<file path="config.mk">
export PLATFORM = sky130hd
export DESIGN_NAME = stream_block_buffer_flat
export DESIGN_NICKNAME = d
export VERILOG_FILES = /design/src/rtl/stream_block_buffer_pkg.sv /design/src/rtl/stream_block_buffer_if.sv /design/src/rtl/stream_fifo.sv /design/src/rtl/stream_block_buffer.sv /design/src/flat_wrapper.sv
export SDC_FILE = /design/constraint.sdc
export NUM_CORES = 1
export LEC_CHECK = 0
export CELL_PAD_IN_SITES_DETAIL_PLACEMENT = 0
export CELL_PAD_IN_SITES_GLOBAL_PLACEMENT = 1
export CORE_MARGIN = 3
export CORE_UTILIZATION = 50
export DETAILED_ROUTE_END_ITERATION = 8
export PLACE_DENSITY_LB_ADDON = 0.1
export SYNTH_ARGS = -nofsm -noshare
export SYNTH_HDL_FRONTEND = slang
export SYNTH_SLANG_ARGS = --single-unit
</file>
<file path="constraint.sdc">
create_clock -name ap_clk -period 8.67 [get_ports ap_clk]
set_clock_uncertainty 0.2 [all_clocks]
set_input_delay 1.734 -clock ap_clk [delete_from_list [all_inputs] [get_ports ap_clk]]
set_output_delay 1.734 -clock ap_clk [all_outputs]
set_load 0.05 [all_outputs]
</file>
<file path="src/rtl/stream_block_buffer_pkg.sv">
// Shared types and helpers for the stream block buffer: FSM state encoding,
// a clog2 that never returns zero, and the statistics counter width.
package stream_block_buffer_pkg;

  typedef enum logic [1:0] {
    IDLE   = 2'd0,
    ACTIVE = 2'd1,
    DONE   = 2'd2
  } state_t;

  localparam int STALL_CNT_W = 32;

  // Counter widths must be at least one bit even when the range is a single value.
  function automatic int clog2_min1(input int value);
    int r;
    r = $clog2(value);
    return (r < 1) ? 1 : r;
  endfunction

endpackage

</file>
<file path="src/rtl/stream_block_buffer_if.sv">
// AXI-Stream style beat bus. Handshake: a beat transfers on a rising edge where
// tvalid && tready; once tvalid is raised, tvalid/tdata/tlast hold until that transfer.
interface stream_block_buffer_if #(
  parameter int WIDTH = 32
);
  logic [WIDTH-1:0] tdata;
  logic             tvalid;
  logic             tready;
  logic             tlast;

  modport master (output tdata, output tvalid, output tlast, input tready);
  modport slave  (input tdata, input tvalid, output tready);
endinterface

</file>
<file path="src/rtl/stream_fifo.sv">
// Synchronous FIFO with registered storage; the head entry is visible on o_rdata
// whenever o_empty is low, so a push shows up on the read side one cycle later.
module stream_fifo #(
  parameter int WIDTH = 32,
  parameter int DEPTH = 8
) (
  input  logic             clk,
  input  logic             rst,
  input  logic [WIDTH-1:0] i_wdata,
  input  logic             i_push,
  input  logic             i_pop,
  output logic [WIDTH-1:0] o_rdata,
  output logic             o_full,
  output logic             o_empty
);
  localparam int AW = (DEPTH > 1) ? $clog2(DEPTH) : 1;
  localparam int CW = $clog2(DEPTH) + 1;

  logic [WIDTH-1:0] r_mem [DEPTH];
  logic [AW-1:0]    r_wr_ptr;
  logic [AW-1:0]    r_rd_ptr;
  logic [CW-1:0]    r_count;
  logic             w_push;
  logic             w_pop;

  assign o_full  = (r_count == CW'(DEPTH));
  assign o_empty = (r_count == '0);
  assign w_push  = i_push && !o_full;
  assign w_pop   = i_pop && !o_empty;
  assign o_rdata = r_mem[r_rd_ptr];

  always_ff @(posedge clk) begin
    if (w_push) r_mem[r_wr_ptr] <= i_wdata;
  end

  // Pointers wrap naturally because DEPTH is a power of two.
  always_ff @(posedge clk) begin
    if (rst) begin
      r_wr_ptr <= '0;
      r_rd_ptr <= '0;
      r_count  <= '0;
    end else begin
      if (w_push) r_wr_ptr <= r_wr_ptr + AW'(1);
      if (w_pop)  r_rd_ptr <= r_rd_ptr + AW'(1);
      r_count <= r_count + CW'(w_push) - CW'(w_pop);
    end
  end

endmodule

</file>
<file path="src/rtl/stream_block_buffer.sv">
// Elastic PE-lane stream stage: FIFO plus block/stream position tracking, tlast per
// block and a done pulse per stream. STREAM_BLOCK_BUFFER_STATS_EN adds a stall counter.
module stream_block_buffer
  import stream_block_buffer_pkg::*;
#(
  parameter int ELEM_WIDTH         = 8,
  parameter int PE                 = 4,
  parameter int s_axis_input_BDIM  = 16,
  parameter int s_axis_input_SDIM  = 4,
  parameter int m_axis_output_BDIM = 16,
  parameter int FIFO_DEPTH         = 8
) (
  input  logic                   ap_clk,
  input  logic                   ap_rst,
  stream_block_buffer_if.slave   s_axis_input,
  stream_block_buffer_if.master  m_axis_output,
  output logic                   done,
  output logic                   busy
`ifdef STREAM_BLOCK_BUFFER_STATS_EN
  ,
  output logic [STALL_CNT_W-1:0] stall_cnt
`endif
);
  localparam int DW     = PE * ELEM_WIDTH;
  localparam int BEATS  = s_axis_input_BDIM / PE;
  localparam int BEAT_W = clog2_min1(BEATS);
  localparam int BLK_W  = clog2_min1(s_axis_input_SDIM);
  localparam logic [BEAT_W-1:0] LAST_BEAT = BEAT_W'(BEATS - 1);
  localparam logic [BLK_W-1:0]  LAST_BLK  = BLK_W'(s_axis_input_SDIM - 1);

  if (m_axis_output_BDIM != s_axis_input_BDIM) begin : g_bdim_check
    $error("stream_block_buffer: m_axis_output_BDIM must equal s_axis_input_BDIM");
  end
  if ((s_axis_input_BDIM % PE) != 0) begin : g_pe_check
    $error("stream_block_buffer: s_axis_input_BDIM must be divisible by PE");
  end
  if (s_axis_input_SDIM < 1) begin : g_sdim_check
    $error("stream_block_buffer: s_axis_input_SDIM must be at least 1");
  end

  state_t            r_state;
  state_t            w_state_nxt;
  logic [BEAT_W-1:0] r_beat_cnt;
  logic [BLK_W-1:0]  r_blk_cnt;
  logic [DW-1:0]     w_rdata;
  logic              w_full;
  logic              w_empty;
  logic              w_valid;
  logic              w_push;
  logic              w_pop;
  logic              w_last_beat;
  logic              w_final;

  stream_fifo #(
    .WIDTH (DW),
    .DEPTH (FIFO_DEPTH)
  ) u_fifo (
    .clk     (ap_clk),
    .rst     (ap_rst),
    .i_wdata (s_axis_input.tdata),
    .i_push  (w_push),
    .i_pop   (w_pop),
    .o_rdata (w_rdata),
    .o_full  (w_full),
    .o_empty (w_empty)
  );

  // Ready depends only on registered occupancy, never on the downstream ready.
  assign s_axis_input.tready  = !w_full && !ap_rst;
  assign w_valid              = !w_empty;
  assign w_push               = s_axis_input.tvalid && s_axis_input.tready;
  assign w_pop                = w_valid && m_axis_output.tready;
  assign w_last_beat          = (r_beat_cnt == LAST_BEAT);
  assign w_final              = w_pop && w_last_beat && (r_blk_cnt == LAST_BLK);

  assign m_axis_output.tvalid = w_valid;
  assign m_axis_output.tdata  = w_valid ? w_rdata : '0;
  assign m_axis_output.tlast  = w_valid && w_last_beat;

  always_ff @(posedge ap_clk) begin
    if (ap_rst) begin
      r_beat_cnt <= '0;
      r_blk_cnt  <= '0;
    end else if (w_pop) begin
      if (w_last_beat) begin
        r_beat_cnt <= '0;
        r_blk_cnt  <= (r_blk_cnt == LAST_BLK) ? '0 : r_blk_cnt + BLK_W'(1);
      end else begin
        r_beat_cnt <= r_beat_cnt + BEAT_W'(1);
      end
    end
  end

  always_ff @(posedge ap_clk) begin
    if (ap_rst) r_state <= IDLE;
    else        r_state <= w_state_nxt;
  end

  // Stream completion wins from any state so queued next-stream beats never hide a done.
  always_comb begin
    w_state_nxt = r_state;
    if (w_final) begin
      w_state_nxt = DONE;
    end else begin
      case (r_state)
        IDLE:    if (w_push) w_state_nxt = ACTIVE;
        ACTIVE:  w_state_nxt = ACTIVE;
        DONE:    w_state_nxt = w_push ? ACTIVE : IDLE;
        default: w_state_nxt = IDLE;
      endcase
    end
  end

  assign done = (r_state == DONE);
  assign busy = (r_state == ACTIVE);

`ifdef STREAM_BLOCK_BUFFER_STATS_EN
  logic [STALL_CNT_W-1:0] r_stall_cnt;

  always_ff @(posedge ap_clk) begin
    if (ap_rst || (r_state == DONE)) begin
      r_stall_cnt <= '0;
    end else if (w_valid && !m_axis_output.tready && (r_stall_cnt != '1)) begin
      r_stall_cnt <= r_stall_cnt + STALL_CNT_W'(1);
    end
  end

  assign stall_cnt = r_stall_cnt;
`endif

endmodule

</file>
<file path="src/flat_wrapper.sv">
// flat-port wrapper written by rule: the top's interface ports become plain ports
module stream_block_buffer_flat import stream_block_buffer_pkg::*;
#(
  parameter int ELEM_WIDTH         = 8,
  parameter int PE                 = 4,
  parameter int s_axis_input_BDIM  = 16,
  parameter int s_axis_input_SDIM  = 4,
  parameter int m_axis_output_BDIM = 16,
  parameter int FIFO_DEPTH         = 8
)
  (ap_clk, ap_rst, done, busy, s_axis_input_tdata, s_axis_input_tvalid, s_axis_input_tready, m_axis_output_tdata, m_axis_output_tvalid, m_axis_output_tlast, m_axis_output_tready);
  stream_block_buffer_if #(.WIDTH((PE * ELEM_WIDTH))) s_axis_input_i ();
  stream_block_buffer_if #(.WIDTH((PE * ELEM_WIDTH))) m_axis_output_i ();
  input  logic ap_clk;
  input  logic ap_rst;
  output logic done;
  output logic busy;
  input wire logic [$bits(s_axis_input_i.tdata)-1:0] s_axis_input_tdata;
  input wire logic [$bits(s_axis_input_i.tvalid)-1:0] s_axis_input_tvalid;
  output wire logic [$bits(s_axis_input_i.tready)-1:0] s_axis_input_tready;
  output wire logic [$bits(m_axis_output_i.tdata)-1:0] m_axis_output_tdata;
  output wire logic [$bits(m_axis_output_i.tvalid)-1:0] m_axis_output_tvalid;
  output wire logic [$bits(m_axis_output_i.tlast)-1:0] m_axis_output_tlast;
  input wire logic [$bits(m_axis_output_i.tready)-1:0] m_axis_output_tready;
  assign s_axis_input_i.tdata = s_axis_input_tdata;
  assign s_axis_input_i.tvalid = s_axis_input_tvalid;
  assign s_axis_input_tready = s_axis_input_i.tready;
  assign m_axis_output_tdata = m_axis_output_i.tdata;
  assign m_axis_output_tvalid = m_axis_output_i.tvalid;
  assign m_axis_output_tlast = m_axis_output_i.tlast;
  assign m_axis_output_i.tready = m_axis_output_tready;
  stream_block_buffer #(.ELEM_WIDTH(ELEM_WIDTH), .PE(PE), .s_axis_input_BDIM(s_axis_input_BDIM), .s_axis_input_SDIM(s_axis_input_SDIM), .m_axis_output_BDIM(m_axis_output_BDIM), .FIFO_DEPTH(FIFO_DEPTH)) u_core (.ap_clk(ap_clk), .ap_rst(ap_rst), .s_axis_input(s_axis_input_i), .m_axis_output(m_axis_output_i), .done(done), .busy(busy));
endmodule
</file>
* Word level (Yosys, flattened, before mapping)
Memories as Yosys holds them, arrays and structs flattened. A register that Yosys moved wholly into a read port is not among the register bits.
Cells that the tools add are included.
** Storage, ports and cells
- Logic and storage cells :: 47
- RAM bits :: 256
- Input port bits :: 36
- Output and inout port bits :: 37
- Register bits after elaboration :: 16
- Memories :: 1
** Cells by class
- Add/subtract/negate cells :: 6
- Muxes and demuxes :: 11
- Equality and inequality tests :: 7
- Reductions and logical operators :: 15
** Memory list
- u_core.u_fifo.r_mem :: words 8, bits a word 32, read ports 1, clocked after memory_dff 1, write ports 1, RTL line stream_fifo.sv:19 : logic [WIDTH-1:0] r_mem [DEPTH];
** Operators with widths (number)
- $mux W32 :: 1
- $logic_and A1 B1 Y1 :: 8
- $mux W2 :: 4
- $add A3 B1 Y3 const B :: 2
- $eq A2 B2 Y1 const B :: 3
- $mux W3 :: 2
- $pmux W2 S3 :: 1
- $add A2 B1 Y2 const B :: 2
- $add A4 B1 Y4 :: 1
- $eq A4 B4 Y1 const B :: 1
- $logic_not A4 Y1 :: 1
- $sub A4 B1 Y4 :: 1
- $logic_not A1 Y1 :: 3
- $mux W1 :: 3
- $ne A3 B2 Y1 const B :: 1
- $eq A2 B1 Y1 const B :: 1
- $logic_not A2 Y1 :: 1
- $ne A2 B2 Y1 const B :: 1
- $reduce_and A2 Y1 :: 1
- $reduce_or A2 Y1 :: 1

* Logic depth before layout (Yosys ltp)
- Depth after elaboration :: 7
- Mapped depth :: 12
- Depth with buffers taken out :: 11

* Modules after synthesis
From an unflattened synthesis, not the netlist that was laid out.
** Second synthesis, totals
- Cells, all modules :: 516
- Area, all modules :: 10956.8 µm²
** Modules (own cells, without submodules)
- stream_fifo :: cells an instance 449, instances 1, area an instance 10447.5 µm², seq. area each 7947.6 µm²
- stream_block_buffer :: cells an instance 67, instances 1, area an instance 509.2 µm², seq. area each 120.1 µm²

* Worst setup path before layout
OpenSTA, ideal clock, no wires.
- Path kind :: input-to-reg
- Start :: input port s_axis_input_tvalid
- End :: memory u_core.u_fifo.r_mem[0][0], enable pin
- Path slack :: 2832 ps
- Arrival :: 5136 ps
- Path buffers :: 0
- Cell stages on the path :: 3
- Setup time :: 501 ps
- Required time :: 7969 ps
- Cells stage by stage :: nor2b_1 -> nand2_2 -> nor4_1
** Between the ends
- Longest elaborated chain between the ends :: 4
** RTL lines
- from (decl) :: RTL line flat_wrapper.sv:19 : input wire logic [$bits(s_axis_input_i.tvalid)-1:0] s_axis_input_tvalid;
- $logic_and A1 B1 Y1 :: RTL line stream_block_buffer.sv:71 : assign w_push = s_axis_input.tvalid && s_axis_input.tready;
- $logic_and A1 B1 Y1 :: RTL line stream_fifo.sv:28 : assign w_push = i_push && !o_full;
- $mux W1 :: RTL line stream_fifo.sv:33 : if (w_push) r_mem[r_wr_ptr] <= i_wdata;
- $mux W1 (not written as such) :: RTL line stream_fifo.sv:33
- to (decl) :: RTL line stream_fifo.sv:19
Every way passes these cells.

* Worst setup path in the final report
- Start :: input port ap_rst
- End :: output port s_axis_input_tready
** Between the ends
- Longest elaborated chain between the ends :: 2
** RTL lines
- from (decl) :: RTL line flat_wrapper.sv:15 : input logic ap_rst;
- $logic_not A1 Y1 :: RTL line stream_block_buffer.sv:69 : assign s_axis_input.tready = !w_full && !ap_rst;
- $logic_and A1 B1 Y1 :: RTL line stream_block_buffer.sv:69
- to (decl) :: RTL line flat_wrapper.sv:20 : output wire logic [$bits(s_axis_input_i.tready)-1:0] s_axis_input_tready;
Every way passes these cells.

==> flow_metrics.tcl <==
set metrics [dict create \
    power_density_nw_per_um2 295.8 \
    switchingPower_mw 1.111 \
    fill_cells 1528 \
    number_of_drc_violations_after_detailed_routing_iteration_0 327 \
    cts.sink_count 275 \
    dp_hpwl_um 10790 \
    n_antenna_cell 0 \
    cts_setup_buffers 0 \
    multi_input_area_um2 2392 \
    ctsHoldBuffers 0 \
    endpoint_kind "primary output" \
    vias 4978 \
    syn_to_final_growth_pct 17.97 \
    portion_of_the_post_synthesis_area_used_by_sequential_elements_pct 75.91 \
    ir_drop_mv 0.2566 \
    critPathRequiredTime_ns 6.74 \
    p_clk_share_pct 31.0 \
    syn-cell-area_um2 10630 \
    timing.final.crit_period_ns 5.544 \
    fin_tns_setup_ns 0 \
    maxSlewHeadroom_pct 49.21 \
    htree_num_levels 1 \
    antenna_violations_before_repair 0 \
    grt_setup_unrepaired "no" \
    wirelength_um 19870 \
    power.combinational.fraction_pct 27.2 \
    ys_warn_count 0 \
    floorplan.die.height_um 151.8 \
    synth.net_count 531 \
    worst_slew_pin_slew_ns 0.7595 \
    critPathLaunchType "input port" \
    grt_start_max_net_pins 41 \
    worstRegToRegCells 10 \
    post-synth-top-area-cell "edfxtp_1" \
    design.die.area_um2 23040 \
    vias_in_the_first_global_route 5354 \
    portBuffers 72 \
    postCtsResizedCells 0 \
    setup_violations 0 \
    io-pin-count 73 \
    internal-power_mw 2.597 \
    overall_global_routing_resource_usage_pct 17.79 \
    clk_pin_slew_ns 0.06 \
    numCtsBuffers 28 \
    pwr-share-seq_pct 41.9 \
    cts-root-buf "clkbuf_16" \
    tritoncts "done" \
    synthesis.instances 484 \
    cts-root-to-sink-buffers 3 \
    finalNonFillerCells 864 \
    min_path_cells 2 \
    power_switching_share_pct 29.96 \
    rows 52 \
    clk_latency_ns 0.52 \
    grt_pass1_wl_um 30540 \
    timing.critical_path.fanout_max 22 \
    post-route-drc-count 0 \
    synth_largest_type_area_fraction_pct 72.33 \
    dr.pass1.iters 4 \
    final_hold_viol_count 0 \
    final_period_utilization_pct 63.95 \
    synth_area_per_cell_um2 21.96 \
    max_freq_mhz 180.4 \
    finalMaxSlewViolations 0 \
    worst-endpoint-arrival_ns 3.61 \
    register_area_um2 8073 \
    overflow 0 \
    yosys_register_bits 275 \
    post-route-cell-area_um2 12540 \
    setup.worst_path.class "input port to primary output" \
    power.static_leakage_nw 4.039 \
    layout-drive-gt1-share_pct 19.70 \
    overall_die_width_um 151.8 \
    finalPower_mw 3.708 \
    ys_top_cells_by_area "edfxtp_1, mux4_2, dfxtp_1, mux4_1, a22o_1" \
    hold_path.class "flip-flop to flip-flop" \
    postLayoutCoreUtil_pct 60.98 \
    gp_routability_congestion 0.7156 \
    timing.max_cap.violations 0 \
    dp_cells 814 \
    status "finished clean" \
    vias_per_cell 5.762 \
    antenna_violating_nets_post_route 0 \
    detailed_place.area_um2 11650 \
    layout.nets 621 \
    initial_core_util_pct 51.69 \
    ys_types 41 \
    core_area_um2 20560 \
    wl_per_cell_um 23.00 \
]
==> power groups by stage <==
stage               Clock [mW]  Combinational, mW  Sequential, mW
CTS                       1.18               1.02            1.56
finish                    1.15               1.01            1.55
detailed placement           0               1.02            1.58
global route              1.23               1.07            1.56
global placement             0               1.01            1.58
floorplan                    0              0.763            1.54
==> Yosys cell counts <==
cell / n
edfxtp_1: 256
dfxtp_1: 19
mux2_2: 2
a21oi_1: 9
and2_4: 1
o21a_1: 1
a31o_2: 1
or4_1: 2
and2_1: 1
nor3_1: 5
a41oi_1: 1
clkbuf_1: 7
buf_1: 1
nand2_2: 1
nor3b_1: 1
ha_1: 10
inv_2: 1
mux4_2: 51
nor2b_1: 6
nand4_1: 1
nor2_1: 10
a311oi_1: 1
or3b_2: 1
nand2b_1: 4
nor3b_4: 1
mux4_1: 13
buf_8: 3
nor4b_1: 1
nand2_1: 2
nand3_1: 4
buf_6: 8
buf_2: 5
a22o_1: 32
mux2i_1: 1
or3_1: 2
inv_1: 8
fa_1: 1
a21o_1: 1
nor4_1: 1
o21ai_0: 7
xor2_1: 1
==> cell usage in the layout, fill, tap and decap left out, drive strengths merged, types with 2 or more instances in the layout <==
cell / instances
or4: 2
buf: 12
and2: 2
nor3: 5
ha: 10
a22o: 32
nand2: 3
clkbuf: 32
mux4: 64
clkdlybuf4s50: 72
clkinv: 14
nor2: 10
a21oi: 9
nand3: 4
inv: 9
o21ai: 7
dfxtp: 19
mux2: 2
nor2b: 6
bufinv: 3
edfxtp: 256
nor3b: 2
or3: 2
nand2b: 4
==> critical path, cell delays in order <==
cell	delay, ns
clkdlybuf4s50_1	0.80
nor2_1	0.24
clkdlybuf4s50_1	0.83
==> flip-flops by register name, indices dropped and copies added (netlist names), named ones only <==
signal and flops:
u_core.r_beat_cnt 2, u_core.r_blk_cnt 2, u_core.r_state 2, u_core.u_fifo.r_count 4, u_core.u_fifo.r_mem 256, u_core.u_fifo.r_rd_ptr 3
u_core.u_fifo.r_wr_ptr 3
==> per-layer routing <==
metal / global-route usage (%) / vias up / wire (um)
met5: 0 / - / 0
met4: 3.774 / 0 / 295
met3: 3.659 / 26 / 986
met2: 29.87 / 118 / 10120
met1: 24.56 / 2607 / 8470
li1: - / 2227 / -
==> logic make-up after synthesis <==
kind of cell               after synthesis  synth area share, %
xor gates and xnor gates                 1              0.08243
DFF                                    275                75.91
buffers and inverters                   33                2.107
AOI/OAI and AO/OA                       53                3.779
and+or+nand+nor                         44                2.425
muxes                                   67                14.33
adders and majority gates               11                1.366
==> final timing paths <==
path                                 start                       end  slack (ns)
setup / recovery                    ap_rst       s_axis_input_tready        3.13
hold / removal        u_core.r_beat_cnt[0]      u_core.r_beat_cnt[0]        0.30
setup reg to reg  u_core.u_fifo.r_count[2]  u_core.u_fifo.r_count[3]        5.88
hold reg to reg       u_core.r_beat_cnt[0]      u_core.r_beat_cnt[0]        0.30
==> stage by stage <==
step	setup slack [ns]	hold WS, ns
3_3_place_gp	3.153	0.2648
2_1_floorplan	2.832	0.2575
4_1_cts	3.066	0.3000
3_5_place_dp	3.129	0.2852
6_report	3.126	0.2957
5_1_grt	2.945	0.3247
==> cell type report <==
class | count | share of cell area, %
Sequential cell | 275 | 64.39
Multi-Input combinational cell | 176 | 19.08
Timing Repair Buffer | 84 | 6.467
Clock buffer | 32 | 5.878
Tap cell | 270 | 2.695
Clock inverter | 18 | 1.218
Inverter | 9 | 0.2695
Note: power is estimated with default switching activity, not from simulation.
